`config.mk`:
```
export PLATFORM = sky130hd
export DESIGN_NAME = sprite_line_render
export DESIGN_NICKNAME = d
export VERILOG_FILES = /design/src/rtl/sprite_line_render.sv
export SDC_FILE = /design/constraint.sdc
export NUM_CORES = 1
export LEC_CHECK = 0
export BUFFER_PORTS_ARGS = -buffer_cell sky130_fd_sc_hd__buf_2
export CAP_MARGIN = 20
export CORE_UTILIZATION = 45
export CTS_CLUSTER_DIAMETER = 100
export CTS_CLUSTER_SIZE = 14
export DETAILED_ROUTE_END_ITERATION = 7
export PLACE_DENSITY = 0.67
export RECOVER_POWER = 50
export SYNTH_ARGS = -nofsm -noshare
export SYNTH_HDL_FRONTEND = slang
export SYNTH_SLANG_ARGS = --single-unit
```
`constraint.sdc`:
```
create_clock -name clk_pix -period 3.45 [get_ports clk_pix]
set_input_delay 0.69 -clock clk_pix [delete_from_list [all_inputs] [get_ports clk_pix]]
set_output_delay 0.69 -clock clk_pix [all_outputs]
set_load 0.1 [all_outputs]
```
`src/rtl/sprite_line_render.sv`:
```
// rtl/sprite_line_render.sv - per-line sprite row fetch and pixel-aligned output for the colour mixer.
// Optional SPRITE_SCALE_EN adds a 2-bit scale input (S = 1 << scale).
module sprite_line_render #(
   parameter int CORDW  = 16,
   parameter int WIDTH  = 8,
   parameter int HEIGHT = 8,
   parameter int COLRW  = 4,
   parameter int TRANSP = 0,
   parameter int ADDRW  = 6
) (
   input  logic             clk_pix,
   input  logic             rst,
   input  logic             line,
   input  logic [CORDW-1:0] sx,
   input  logic [CORDW-1:0] sy,
   input  logic [CORDW-1:0] sprx,
   input  logic [CORDW-1:0] spry,
`ifdef SPRITE_SCALE_EN
   input  logic [1:0]       scale,
`endif
   input  logic [COLRW-1:0] data_in,
   output logic [ADDRW-1:0] pos,
   output logic [COLRW-1:0] pix,
   output logic             drawing,
   output logic             done
);

   localparam int RW   = (HEIGHT > 1) ? $clog2(HEIGHT) : 1;
   localparam int OFFW = $clog2(WIDTH * 8) + 1;
   localparam logic signed [CORDW:0] LEAD = (CORDW+1)'(3);

   typedef enum logic [2:0] {IDLE, REG_POS, ACTIVE, SPR_LINE, WAIT_DATA} state_t;

   state_t           state_q, state_d;
   logic [CORDW-1:0] sprx_q, sprx_d, spry_q, spry_d;
   logic [1:0]       scale_q, scale_d, scale_in;
   logic [RW-1:0]    row_q, row_d;
   logic             last_row_q, last_row_d;
   logic [OFFW-1:0]  off_q, off_d;
   logic             wait_q, wait_d;
   logic             v1_q, v1_d;
   logic [COLRW-1:0] pix_q, pix_d;
   logic             drawing_q, drawing_d;
   logic             done_q, done_d;

   logic signed [CORDW:0] sx_e, sy_e, sprx_e, spry_e, dy, lead, hspan, row_full;
   logic [OFFW-1:0]       span, off_iss, col;
   logic [ADDRW-1:0]      row_base;
   logic                  issue;

`ifdef SPRITE_SCALE_EN
   assign scale_in = scale;
`else
   assign scale_in = 2'd0;
`endif

   always_comb begin
      state_d    = state_q;
      sprx_d     = sprx_q;
      spry_d     = spry_q;
      scale_d    = scale_q;
      row_d      = row_q;
      last_row_d = last_row_q;
      off_d      = off_q;
      wait_d     = wait_q;
      done_d     = 1'b0;
      issue      = 1'b0;
      off_iss    = '0;
      pos        = '0;

      // Sign-extend by one bit so range and lead compares cannot overflow.
      sx_e     = $signed({sx[CORDW-1], sx});
      sy_e     = $signed({sy[CORDW-1], sy});
      sprx_e   = $signed({sprx_q[CORDW-1], sprx_q});
      spry_e   = $signed({spry_q[CORDW-1], spry_q});
      dy       = sy_e - spry_e;
      lead     = sprx_e - sx_e;
      hspan    = (CORDW+1)'(HEIGHT) << scale_q;
      span     = OFFW'(WIDTH) << scale_q;
      row_full = dy >>> scale_q;

      case (state_q)
         REG_POS: begin
            // sx here is line sx + 1, so a lead of 3 means sprx >= line sx + 4.
            if (!dy[CORDW] && (dy < hspan) && (lead >= LEAD)) begin
               state_d    = ACTIVE;
               row_d      = row_full[RW-1:0];
               last_row_d = (dy == hspan - (CORDW+1)'(1));
            end else begin
               state_d = IDLE;
            end
         end
         ACTIVE: begin
            if (sx_e + (CORDW+1)'(2) == sprx_e) begin
               issue   = 1'b1;
               off_iss = '0;
            end
         end
         SPR_LINE: begin
            issue   = 1'b1;
            off_iss = off_q;
         end
         WAIT_DATA: begin
            // Two cycles so done lands just after the last pixel leaves pix.
            if (wait_q) begin
               state_d = IDLE;
               done_d  = last_row_q;
            end else begin
               wait_d = 1'b1;
            end
         end
         default: ;
      endcase

      if (issue) begin
         off_d = off_iss + OFFW'(1);
         if (off_iss == span - OFFW'(1)) begin
            state_d = WAIT_DATA;
            wait_d  = 1'b0;
         end else begin
            state_d = SPR_LINE;
         end
      end

      if (line) begin
         state_d = REG_POS;
         sprx_d  = sprx;
         spry_d  = spry;
         scale_d = scale_in;
         issue   = 1'b0;
         done_d  = 1'b0;
      end

      col      = off_iss >> scale_q;
      row_base = ADDRW'(row_q) * ADDRW'(WIDTH);
      if (issue) begin
         pos = row_base + ADDRW'(col);
      end

      v1_d      = issue;
      pix_d     = v1_q ? data_in : '0;
      drawing_d = v1_q && (data_in != COLRW'(TRANSP));
   end

   always_ff @(posedge clk_pix) begin
      if (rst) begin
         state_q    <= IDLE;
         sprx_q     <= '0;
         spry_q     <= '0;
         scale_q    <= '0;
         row_q      <= '0;
         last_row_q <= 1'b0;
         off_q      <= '0;
         wait_q     <= 1'b0;
         v1_q       <= 1'b0;
         pix_q      <= '0;
         drawing_q  <= 1'b0;
         done_q     <= 1'b0;
      end else begin
         state_q    <= state_d;
         sprx_q     <= sprx_d;
         spry_q     <= spry_d;
         scale_q    <= scale_d;
         row_q      <= row_d;
         last_row_q <= last_row_d;
         off_q      <= off_d;
         wait_q     <= wait_d;
         v1_q       <= v1_d;
         pix_q      <= pix_d;
         drawing_q  <= drawing_d;
         done_q     <= done_d;
      end
   end

   assign pix     = pix_q;
   assign drawing = drawing_q;
   assign done    = done_q;

endmodule

```
==> impl_metrics.xml, run 1 <==
<?xml version="1.0" encoding="UTF-8"?>
<metrics>
  <group name="outcome">
    <metric name="status" unit="">finished, violations left</metric>
    <metric name="violations" unit="">capacitance limit, slew limit, setup timing</metric>
  </group>
  <group name="worst_setup_path">
    <metric name="cp-end-kind" unit="">output port</metric>
    <metric name="cp_top_delay_family" unit="">compound AO/OA/AOI/OAI gates</metric>
    <metric name="arrival_time_reported_for_the_critical_path_endpoint" unit="ns">2.83</metric>
    <metric name="worst-endpoint-required" unit="ns">2.76</metric>
    <metric name="crit_chain" unit="">buf_2, ha_4, inv_4, nor2_4, a31o_2, a2111oi_4, o2111ai_2, o31ai_2, nor2b_4, and3b_4, buf_12</metric>
    <metric name="critical_path.n_buffers_inverters" unit="">3</metric>
    <metric name="cp_slowest_cell" unit="">a2111oi_4</metric>
    <metric name="crit_fanout" unit="">3</metric>
    <metric name="critPathMaxStageDelay" unit="ns">0.33</metric>
    <metric name="criticalPathCategory" unit="">in -&gt; out</metric>
    <metric name="critical_path_source_type" unit="">input pin</metric>
  </group>
  <group name="final_layout">
    <metric name="layout-drive-gt1-share" unit="">0.2403</metric>
    <metric name="final-seq-area" unit="mm^2">0.001081</metric>
    <metric name="final_antenna_diode_count" unit="">0</metric>
    <metric name="multiInputGateArea" unit="mm^2">0.003208</metric>
    <metric name="fillerInstances" unit="">854</metric>
    <metric name="syn_to_final_growth" unit="%">26.04</metric>
    <metric name="finish.net_count" unit="">778</metric>
    <metric name="mostFrequentLayoutCell" unit="">nor2_1</metric>
    <metric name="final_cell_mix" unit="">nor2_1, buf_2, dfxtp_1</metric>
    <metric name="final_area" unit="mm^2">0.005565</metric>
  </group>
  <group name="global_route">
    <metric name="first_global_vias" unit="">4305</metric>
    <metric name="grtUsageTotal" unit="">0.2293</metric>
    <metric name="antenna_found_initial" unit="">0</metric>
    <metric name="grt_start_max_net_pins" unit="">38</metric>
    <metric name="first_pass_grt_wire_length" unit="mm">18.93</metric>
    <metric name="grt_overflow_total" unit="">0</metric>
  </group>
  <group name="place">
    <metric name="buffer_ports.inserted" unit="">82</metric>
    <metric name="gp_congestion" unit="">0.9066</metric>
    <metric name="place_area" unit="mm^2">0.005245</metric>
    <metric name="sum_of_net_half_perimeters_after_detailed_placement" unit="mm">8.722</metric>
  </group>
  <group name="floorplan">
    <metric name="floorplan.initialDensity" unit="">0.4712</metric>
    <metric name="dieArea" unit="mm^2">0.01021</metric>
    <metric name="placeable_core_region" unit="mm^2">0.009371</metric>
    <metric name="die_width" unit="um">101.1</metric>
    <metric name="rows" unit="">35</metric>
    <metric name="die_height" unit="um">101.1</metric>
    <metric name="top_level_ports" unit="">83</metric>
  </group>
  <group name="sta">
    <metric name="number_of_hold_slack_violations_in_the_final_timing_report" unit="">0</metric>
    <metric name="finalSetupViolations" unit="">3</metric>
    <metric name="worst_margin_slew" unit="ns">1.652</metric>
    <metric name="setup_tns" unit="ns">-0.1017</metric>
    <metric name="finalCritPeriodShare" unit="">1.020</metric>
    <metric name="layout_min_cycle_time" unit="ns">3.521</metric>
    <metric name="setup_clock_skew_after_layout" unit="ns">0.01195</metric>
    <metric name="grt_setup_unrepaired" unit="">true</metric>
    <metric name="relSlewSlack" unit="">-0.1015</metric>
    <metric name="maxClockFrequency" unit="MHz">284.0</metric>
    <metric name="timing_max_transition_violations_final" unit="">38</metric>
    <metric name="postLayoutSetupSlackWorst" unit="ns">-0.07052</metric>
  </group>
  <group name="pwr">
    <metric name="p_seq_frac" unit="">0.415</metric>
    <metric name="comb_power_share" unit="">0.345</metric>
    <metric name="switching_share" unit="">0.3433</metric>
    <metric name="cell_internal_pwr" unit="mW">1.057</metric>
    <metric name="static_power_due_to_leakage" unit="nW">2.501</metric>
    <metric name="p_clk_frac" unit="">0.240</metric>
    <metric name="vdd_drop_max" unit="uV">190.7</metric>
    <metric name="cellPowerDensity" unit="mW/mm^2">289.1</metric>
    <metric name="power" unit="mW">1.609</metric>
    <metric name="p_sw" unit="uW">552.4</metric>
  </group>
  <group name="clock_network">
    <metric name="clk_pin_slew" unit="ns">0.11</metric>
    <metric name="cts.root.buffer_cell" unit="">clkbuf_8</metric>
    <metric name="numCtsBuffers" unit="">5</metric>
    <metric name="max-clock-path-buffers" unit="">2</metric>
    <metric name="cts-htree-levels" unit="">2</metric>
    <metric name="cts_tree" unit="">done</metric>
    <metric name="worst_skew_pair.late_latency" unit="ns">0.32</metric>
    <metric name="clock_sinks" unit="">54</metric>
    <metric name="ctsHoldBuffers" unit="">0</metric>
  </group>
  <group name="route">
    <metric name="firstDrtPassIters" unit="">7</metric>
    <metric name="wirelength" unit="mm">11.05</metric>
    <metric name="drtAntennaViolNets" unit="">0</metric>
    <metric name="route.vias.total" unit="">4325</metric>
    <metric name="initialDrtViolationCount" unit="">106</metric>
    <metric name="vias_per_cell" unit="">5.413</metric>
    <metric name="routed_wl_per_cell" unit="um">13.83</metric>
    <metric name="drt_drc_violations_left" unit="">0</metric>
  </group>
  <group name="synthesis">
    <metric name="post_synth_instance_area" unit="mm^2">0.004415</metric>
    <metric name="synth_seq_cells" unit="">54</metric>
    <metric name="synth.yosys.warnings" unit="">0</metric>
    <metric name="synthesis.instances" unit="">556</metric>
    <metric name="yosys_most_used_dff" unit="">dfxtp_1</metric>
    <metric name="synth-seq-area-share" unit="">0.2448</metric>
    <metric name="synth_async_sr_flop_share" unit="">0</metric>
    <metric name="distinct_cell_type_count_after_synthesis" unit="">63</metric>
    <metric name="synth.net_count" unit="">665</metric>
    <metric name="synth.avg_cell_area" unit="um^2">7.942</metric>
    <metric name="synth-edff-count" unit="">0</metric>
  </group>
  <group name="job">
    <metric name="maxCapViolations" unit="">1</metric>
  </group>
  <group name="worst_hold_path">
    <metric name="hold_class" unit="">reg -&gt; reg</metric>
  </group>
</metrics>
==> per-stage QoR <==
step / util / hold slack [ns] / cells / setup slack (ns)
after floorplan: - / 0.4336 / 556 / 0.004820
after global placement: 0.5597 / 0.4533 / 784 / -0.1879
after detailed placement: 0.5597 / 0.4629 / 784 / -0.2583
after CTS: 0.5870 / 0.4681 / 797 / -0.05046
after global routing: 0.5939 / 0.4850 / 799 / -0.1717
final: 0.5939 / 0.4686 / 799 / -0.07052
==> final timing paths <==
| path | from | end | slack [ns] | cells past startpoint |
|---|---|---|---|---|
| hold / removal | last_row_q | done | 0.47 | 2 |
| setup reg to reg | sprx_q[0] | row_q[2] | 0.41 | 12 |
| hold reg to reg | last_row_q | done | 0.47 | 2 |
| setup / recovery | sx[2] | pos[5] | -0.07 | 11 |
==> power by group through the flow <==
stage | Combinational (mW) | Clock [mW] | Sequential [mW]
3_5_place_dp | 0.524 | 0 | 0.682
2_1_floorplan | 0.363 | 0 | 0.676
6_report | 0.556 | 0.386 | 0.668
3_3_place_gp | 0.512 | 0 | 0.681
4_1_cts | 0.545 | 0.404 | 0.668
5_1_grt | 0.620 | 0.426 | 0.671
==> registers in the layout, summed over array words and instances (netlist names) <==
register / count
sprx_q: 16
pix: 4
drawing: 1
row_q: 3
done: 1
off_q: 7
state_q: 3
wait_q: 1
spry_q: 16
v1_q: 1
last_row_q: 1
==> area by class of cell <==
class	instances	area share
clock buffers	5	0.01237
well taps	129	0.02900
clock inverters	3	0.005171
flip-flops and latches	54	0.1942
multi-input cells	437	0.5764
inverters	49	0.03350
repair buffers	122	0.1493
==> layer usage <==
layer | part of all wire | global-route usage
met1 | 0.46 | 0.2836
met2 | 0.49 | 0.4066
met3 | 0.034 | 0.03883
met4 | 0.011 | 0.06466
met5 | 0 | 0
==> synthesized netlist by cell type, types with 12 or more instances <==
| cell | number | share of area |
|---|---|---|
| inv_1 | 49 | 0.042 |
| nand3_1 | 12 | 0.014 |
| nor3_1 | 17 | 0.019 |
| nor2_1 | 72 | 0.061 |
| a21oi_1 | 35 | 0.040 |
| xor2_1 | 13 | 0.026 |
| mux2i_1 | 39 | 0.088 |
| xnor2_1 | 23 | 0.046 |
| dfxtp_1 | 54 | 0.24 |
| ha_1 | 35 | 0.099 |
| nand2_1 | 34 | 0.029 |
| o21ai_0 | 16 | 0.018 |
==> worst register-to-register path: cells and delay by family (launching register included) <==
kind            cells  cell delay [ns]
compound gates      2             0.48
xor+xnor            1             0.15
fa+ha+maj           2             0.54
buf+inv             1             0.07
flops               1             0.35
mux                 1             0.36
simple gates        5             0.99
==> cells by family (layout without fill, tap and decap cells) <==
logic type,count (synthesis),in the layout,synth area share
simple gates,208,208,0.2445
compound gates,112,112,0.1717
buf+inv,65,179,0.05611
flops,54,54,0.2448
mux,43,43,0.09861
fa+ha+maj,38,38,0.1128
xor+xnor,36,36,0.07141
==> repair_timing <==
action	CTS	global route
pin swaps	10	9
endpoints found under the setup margin	3	3
setup buffers	5	2
resized for setup	22	15
(Power assumes the default switching activity.)
==> run 2: changes to the inputs <==
--- a/config.mk
+++ b/config.mk
@@ -13,6 +13,7 @@
 export DETAILED_ROUTE_END_ITERATION = 7
 export PLACE_DENSITY = 0.67
 export RECOVER_POWER = 50
+export SKIP_CTS_REPAIR_TIMING = 1
 export SYNTH_ARGS = -nofsm -noshare
 export SYNTH_HDL_FRONTEND = slang
 export SYNTH_SLANG_ARGS = --single-unit
==> run 2 against run 1 <==
Net effect: the flow still finishes with violations (capacitance limit, slew limit, setup timing); setup slack improved by 0.0027 ns; via count down 0.72%; clock skew increased by 0.0023 ns; critical path depth is 1 lower; die area did not move; global-route usage fell by 0.37 points; utilization down 0.61 points; combinational power fell by 1%; power fell by 0.45%; non-clock buffer count shrank 3; sequential cell count did not move; clock-buffer cell count unchanged; largest power group unchanged.
==> impl_metrics.xml, run 2 (same netlist as run 1, synthesis figures left out) <==
<?xml version="1.0" encoding="UTF-8"?>
<metrics>
  <group name="clock_network">
    <metric name="max-clock-path-buffers" unit="">2</metric>
    <metric name="clk_pin_slew" unit="ns">0.12</metric>
    <metric name="worst_skew_pair.late_latency" unit="ns">0.32</metric>
    <metric name="cts_tree" unit="">done</metric>
    <metric name="numCtsBuffers" unit="">5</metric>
    <metric name="clock_sinks" unit="">54</metric>
    <metric name="cts.root.buffer_cell" unit="">clkbuf_8</metric>
    <metric name="cts-htree-levels" unit="">2</metric>
  </group>
  <group name="final_layout">
    <metric name="mostFrequentLayoutCell" unit="">nor2_1</metric>
    <metric name="final-seq-area" unit="mm^2">0.001081</metric>
    <metric name="finish.net_count" unit="">775</metric>
    <metric name="syn_to_final_growth" unit="%">24.74</metric>
    <metric name="layout-drive-gt1-share" unit="">0.2324</metric>
    <metric name="fillerInstances" unit="">863</metric>
    <metric name="utilization" unit="">0.5877</metric>
    <metric name="final_cell_mix" unit="">nor2_1, buf_2, dfxtp_1</metric>
    <metric name="reg.largest.list" unit="">sprx_q (16), spry_q (16), off_q (7)</metric>
    <metric name="multiInputGateArea" unit="mm^2">0.003188</metric>
    <metric name="final_antenna_diode_count" unit="">0</metric>
  </group>
  <group name="floorplan">
    <metric name="floorplan.initialDensity" unit="">0.4712</metric>
    <metric name="dieArea" unit="mm^2">0.01021</metric>
    <metric name="top_level_ports" unit="">83</metric>
    <metric name="placeable_core_region" unit="mm^2">0.009371</metric>
    <metric name="die_width" unit="um">101.1</metric>
    <metric name="die_height" unit="um">101.1</metric>
    <metric name="rows" unit="">35</metric>
  </group>
  <group name="worst_setup_path">
    <metric name="worst-endpoint-required" unit="ns">2.76</metric>
    <metric name="reg2regPathDepth" unit="">12</metric>
    <metric name="cp_slowest_cell" unit="">a2111oi_4</metric>
    <metric name="critical_path.n_buffers_inverters" unit="">2</metric>
    <metric name="critical_path_source_type" unit="">input pin</metric>
    <metric name="critPathMaxStageDelay" unit="ns">0.32</metric>
    <metric name="arrival_time_reported_for_the_critical_path_endpoint" unit="ns">2.83</metric>
    <metric name="crit_chain" unit="">buf_6, ha_4, nor4bb_4, nand2_2, a2111oi_4, o2111ai_2, o31ai_2, nor2b_4, and3b_4, buf_12</metric>
    <metric name="worstSetupStartpoint" unit="">sx[0]</metric>
    <metric name="worst_r2r_startpoint" unit="">sprx_q[0]</metric>
    <metric name="cp-end-kind" unit="">output port</metric>
    <metric name="cp_top_delay_family" unit="">simple AND/OR/NAND/NOR gates</metric>
    <metric name="r2r-end" unit="">row_q[2]</metric>
    <metric name="cp_num_cells" unit="">10</metric>
    <metric name="regToRegSetupSlack" unit="ns">0.40</metric>
    <metric name="crit_fanout" unit="">3</metric>
    <metric name="criticalPathCategory" unit="">in -&gt; out</metric>
  </group>
  <group name="sta">
    <metric name="number_of_hold_slack_violations_in_the_final_timing_report" unit="">0</metric>
    <metric name="layout_min_cycle_time" unit="ns">3.518</metric>
    <metric name="maxClockFrequency" unit="MHz">284.3</metric>
    <metric name="timing_max_transition_violations_final" unit="">38</metric>
    <metric name="worst_margin_slew" unit="ns">1.603</metric>
    <metric name="finalSetupViolations" unit="">3</metric>
    <metric name="setup_clock_skew_after_layout" unit="ns">0.01423</metric>
    <metric name="grt_setup_unrepaired" unit="">true</metric>
    <metric name="postLayoutSetupSlackWorst" unit="ns">-0.06785</metric>
    <metric name="relSlewSlack" unit="">-0.06859</metric>
    <metric name="setup_tns" unit="ns">-0.08754</metric>
    <metric name="finalCritPeriodShare" unit="">1.020</metric>
  </group>
  <group name="pwr">
    <metric name="cellPowerDensity" unit="mW/mm^2">290.8</metric>
    <metric name="static_power_due_to_leakage" unit="nW">2.474</metric>
    <metric name="vdd_drop_max" unit="uV">190.7</metric>
  </group>
  <group name="place">
    <metric name="sum_of_net_half_perimeters_after_detailed_placement" unit="mm">8.722</metric>
    <metric name="gp_congestion" unit="">0.9066</metric>
    <metric name="buffer_ports.inserted" unit="">82</metric>
  </group>
  <group name="route">
    <metric name="drtAntennaViolNets" unit="">0</metric>
    <metric name="wirelength" unit="mm">10.97</metric>
    <metric name="route.vias.total" unit="">4294</metric>
    <metric name="vias_per_cell" unit="">5.394</metric>
    <metric name="routed_wl_per_cell" unit="um">13.78</metric>
    <metric name="firstDrtPassIters" unit="">4</metric>
    <metric name="initialDrtViolationCount" unit="">146</metric>
    <metric name="drt_drc_violations_left" unit="">0</metric>
  </group>
  <group name="global_route">
    <metric name="first_global_vias" unit="">4235</metric>
    <metric name="grt_start_max_net_pins" unit="">38</metric>
    <metric name="grtUsageTotal" unit="">0.2256</metric>
    <metric name="first_pass_grt_wire_length" unit="mm">18.63</metric>
    <metric name="grt_overflow_total" unit="">0</metric>
    <metric name="antenna_found_initial" unit="">0</metric>
  </group>
  <group name="job">
    <metric name="maxCapViolations" unit="">1</metric>
  </group>
  <group name="worst_hold_path">
    <metric name="hold_class" unit="">reg -&gt; reg</metric>
    <metric name="hold_start" unit="">last_row_q</metric>
    <metric name="hold_path_depth" unit="">2</metric>
    <metric name="hold_path_end" unit="">done</metric>
  </group>
  <group name="outcome">
    <metric name="status" unit="">finished, violations left</metric>
    <metric name="violations" unit="">capacitance limit, slew limit, setup timing</metric>
  </group>
</metrics>
run 2: final cells by class:
cell class	instances	area share
Clock buffer	5	0.01249
Clock inverter	3	0.005225
Inverter	49	0.03430
Multi-Input combinational cell	437	0.5788
Sequential cell	54	0.1963
Tap cell	129	0.02930
Timing Repair Buffer	119	0.1436
run 2: worst max path at each step:
stage / endpoint
floorplan: pos[5]
global placement: pos[5]
detailed placement: pos[5]
CTS: pos[5]
global route: pos[5]
finish: pos[5]
run 2: power breakdown:
| group | total [mW] | switching (mW) | leakage, nW | internal (mW) |
|---|---|---|---|---|
| Sequential | 0.668 | 0.0206 | 0.442 | 0.647 |
| Combinational | 0.550 | 0.295 | 1.98 | 0.255 |
| Clock | 0.384 | 0.233 | 0.0502 | 0.151 |
run 2: stage by stage:
| stage | total power [mW] | area (um^2) | worst slack (ns) | cells | hold slack, ns |
|---|---|---|---|---|---|
| CTS | 1.599 | 5343 | -0.2658 | 792 | 0.4681 |
| global placement | 1.192 | 5245 | -0.1879 | 784 | 0.4533 |
| global route | 1.712 | 5508 | -0.1706 | 796 | 0.4850 |
| finish | 1.602 | 5508 | -0.06785 | 796 | 0.4620 |
| detailed placement | 1.205 | 5245 | -0.2583 | 784 | 0.4629 |
| floorplan | 1.039 | 4444 | 0.004820 | 556 | 0.4336 |
run 2: tightest hold or removal path, delay by kind of cell, from the launching register on:
family	cells	cell delay [ns]
DFF	1	0.32
and+or+nand+nor	2	0.13
run 2: per-layer routing:
layer,share of wire,global-route usage,vias up,wire (um)
li1,-,-,2188,-
met1,0.45,0.2836,1995,4964
met2,0.49,0.3930,99,5391
met3,0.042,0.03883,12,462
met4,0.014,0.06577,0,152
met5,0,0,-,0
==> run 3: changes to the inputs <==
--- a/config.mk
+++ b/config.mk
@@ -8,6 +8,7 @@
 export BUFFER_PORTS_ARGS = -buffer_cell sky130_fd_sc_hd__buf_2
 export CAP_MARGIN = 20
 export CORE_UTILIZATION = 45
+export CTS_BUF_LIST = sky130_fd_sc_hd__clkbuf_16
 export CTS_CLUSTER_DIAMETER = 100
 export CTS_CLUSTER_SIZE = 14
 export DETAILED_ROUTE_END_ITERATION = 7
==> run 3 against run 2 <==
Net effect: die area unchanged; the flow still finishes with violations (capacitance limit, slew limit, setup timing); setup slack better by 0.0075 ns; non-clock buffer count is the same; clock skew fell by 0.0065 ns; power is 9.0% higher; clock-buffer cell count stayed put; critical path depth is the same; clock power is 38% higher; design area grew 0.98%; global-route usage up 0.059 points; sequential cell count did not move; register-to-register slack worse by 0.02 ns.
==> impl_metrics.xml, run 3 (same netlist as run 1, synthesis figures left out) <==
<?xml version="1.0" encoding="UTF-8"?>
<metrics>
  <group name="sta">
    <metric name="finalCritPeriodShare" unit="">1.017</metric>
    <metric name="setup_clock_skew_after_layout" unit="ns">0.007711</metric>
    <metric name="relSlewSlack" unit="">-0.08020</metric>
    <metric name="finalSetupViolations" unit="">3</metric>
    <metric name="timing_max_transition_violations_final" unit="">38</metric>
    <metric name="hold_slack" unit="ns">0.4684</metric>
    <metric name="worst_margin_slew" unit="ns">1.620</metric>
    <metric name="layout_min_cycle_time" unit="ns">3.510</metric>
    <metric name="maxClockFrequency" unit="MHz">284.9</metric>
    <metric name="grt_setup_unrepaired" unit="">true</metric>
    <metric name="postLayoutSetupSlackWorst" unit="ns">-0.06031</metric>
    <metric name="number_of_hold_slack_violations_in_the_final_timing_report" unit="">0</metric>
  </group>
  <group name="place">
    <metric name="place_area" unit="mm^2">0.005245</metric>
    <metric name="sum_of_net_half_perimeters_after_detailed_placement" unit="mm">8.722</metric>
    <metric name="pre_cts_slack" unit="ns">-0.2583</metric>
    <metric name="buffer_ports.inserted" unit="">82</metric>
    <metric name="gp_congestion" unit="">0.9066</metric>
  </group>
  <group name="final_layout">
    <metric name="fillerInstances" unit="">851</metric>
    <metric name="final_cell_mix" unit="">nor2_1, buf_2, dfxtp_1</metric>
    <metric name="layout-drive-gt1-share" unit="">0.2309</metric>
    <metric name="syn_to_final_growth" unit="%">25.96</metric>
    <metric name="mostFrequentLayoutCell" unit="">nor2_1</metric>
    <metric name="final_area" unit="mm^2">0.005562</metric>
    <metric name="finish.net_count" unit="">775</metric>
    <metric name="reg.largest.list" unit="">sprx_q (16), spry_q (16), off_q (7)</metric>
    <metric name="final_antenna_diode_count" unit="">0</metric>
    <metric name="utilization" unit="">0.5935</metric>
  </group>
  <group name="floorplan">
    <metric name="floorplan.initialDensity" unit="">0.4712</metric>
    <metric name="die_height" unit="um">101.1</metric>
    <metric name="top_level_ports" unit="">83</metric>
    <metric name="placeable_core_region" unit="mm^2">0.009371</metric>
    <metric name="rows" unit="">35</metric>
    <metric name="dieArea" unit="mm^2">0.01021</metric>
    <metric name="die_width" unit="um">101.1</metric>
  </group>
  <group name="route">
    <metric name="route.vias.total" unit="">4334</metric>
    <metric name="wirelength" unit="mm">10.98</metric>
    <metric name="routed_wl_per_cell" unit="um">13.79</metric>
    <metric name="drt_drc_violations_left" unit="">0</metric>
    <metric name="drtAntennaViolNets" unit="">0</metric>
    <metric name="firstDrtPassIters" unit="">4</metric>
    <metric name="initialDrtViolationCount" unit="">170</metric>
    <metric name="vias_per_cell" unit="">5.445</metric>
  </group>
  <group name="job">
    <metric name="maxCapViolations" unit="">1</metric>
  </group>
  <group name="pwr">
    <metric name="cellPowerDensity" unit="mW/mm^2">313.9</metric>
    <metric name="vdd_drop_max" unit="uV">236.2</metric>
    <metric name="power" unit="mW">1.746</metric>
    <metric name="static_power_due_to_leakage" unit="nW">2.500</metric>
  </group>
  <group name="clock_network">
    <metric name="numCtsBuffers" unit="">5</metric>
    <metric name="cts.root.buffer_cell" unit="">clkbuf_16</metric>
    <metric name="cts_tree" unit="">done</metric>
    <metric name="worst_skew_pair.late_latency" unit="ns">0.30</metric>
    <metric name="clock_sinks" unit="">54</metric>
    <metric name="cts-htree-levels" unit="">2</metric>
    <metric name="clk_pin_slew" unit="ns">0.08</metric>
    <metric name="max-clock-path-buffers" unit="">2</metric>
  </group>
  <group name="outcome">
    <metric name="status" unit="">finished, violations left</metric>
    <metric name="violations" unit="">capacitance limit, slew limit, setup timing</metric>
  </group>
  <group name="global_route">
    <metric name="grtUsageTotal" unit="">0.2262</metric>
    <metric name="grt_start_max_net_pins" unit="">38</metric>
    <metric name="grt_overflow_total" unit="">0</metric>
    <metric name="first_global_vias" unit="">4234</metric>
    <metric name="first_pass_grt_wire_length" unit="mm">18.67</metric>
    <metric name="antenna_found_initial" unit="">0</metric>
  </group>
  <group name="worst_setup_path">
    <metric name="arrival_time_reported_for_the_critical_path_endpoint" unit="ns">2.82</metric>
    <metric name="cp-end-kind" unit="">output port</metric>
    <metric name="worst-endpoint-required" unit="ns">2.76</metric>
    <metric name="criticalPathCategory" unit="">in -&gt; out</metric>
    <metric name="crit_fanout" unit="">3</metric>
    <metric name="critical_path_source_type" unit="">input pin</metric>
  </group>
  <group name="worst_hold_path">
    <metric name="hold_class" unit="">reg -&gt; reg</metric>
  </group>
</metrics>
run 3: cell count changes in the layout (fill, tap and decap cells not counted):
| cell | change |
|---|---|
| clkbuf_16 | +5 |
| nand2_2 | -1 |
| nand2_1 | +1 |
| clkbuf_8 | -5 |
run 3: critical path, stage by stage:
cell       delay, ns
buf_6           0.09
ha_4            0.26
nor4bb_4        0.28
nand2_2         0.10
a2111oi_4       0.30
o2111ai_2       0.22
o31ai_2         0.27
nor2b_4         0.22
and3b_4         0.22
buf_12          0.17
run 3: through the flow:
step                cells  TNS (ns)
detailed placement    784   -0.7384
finish                796  -0.06448
global route          796   -0.3703
CTS                   792   -0.6897
floorplan             556         0
global placement      784   -0.4548
run 3: final timing paths:
path	startpoint	endpoint	slack [ns]	cells after the start
min reg2reg	last_row_q	done	0.47	2
max reg2reg	sprx_q[0]	row_q[1]	0.38	12
max	sx[0]	pos[5]	-0.06	10
min	last_row_q	done	0.47	2
run 3: area by class of cell:
class / count / area [um^2] / area share
well taps: 129 / 161.4 / 0.02902
multi-input cells: 437 / 3186 / 0.5728
repair buffers: 119 / 790.8 / 0.1422
clock inverters: 3 / 28.78 / 0.005174
clock buffers: 5 / 125.1 / 0.02250
flip-flops and latches: 54 / 1081 / 0.1944
inverters: 49 / 188.9 / 0.03397
run 3: where the power goes:
group	total [mW]	switching (mW)	leakage (nW)	internal, mW
combinational	0.550	0.296	1.98	0.254
sequential	0.667	0.0206	0.442	0.647
clock	0.528	0.251	0.0759	0.277
total	1.75	0.567	2.50	1.18
run 3: layer usage:
layer,share of wire,global-route usage
met4,0.017,0.07915
met1,0.46,0.2853
met5,0,0
met2,0.48,0.3883
met3,0.039,0.03675
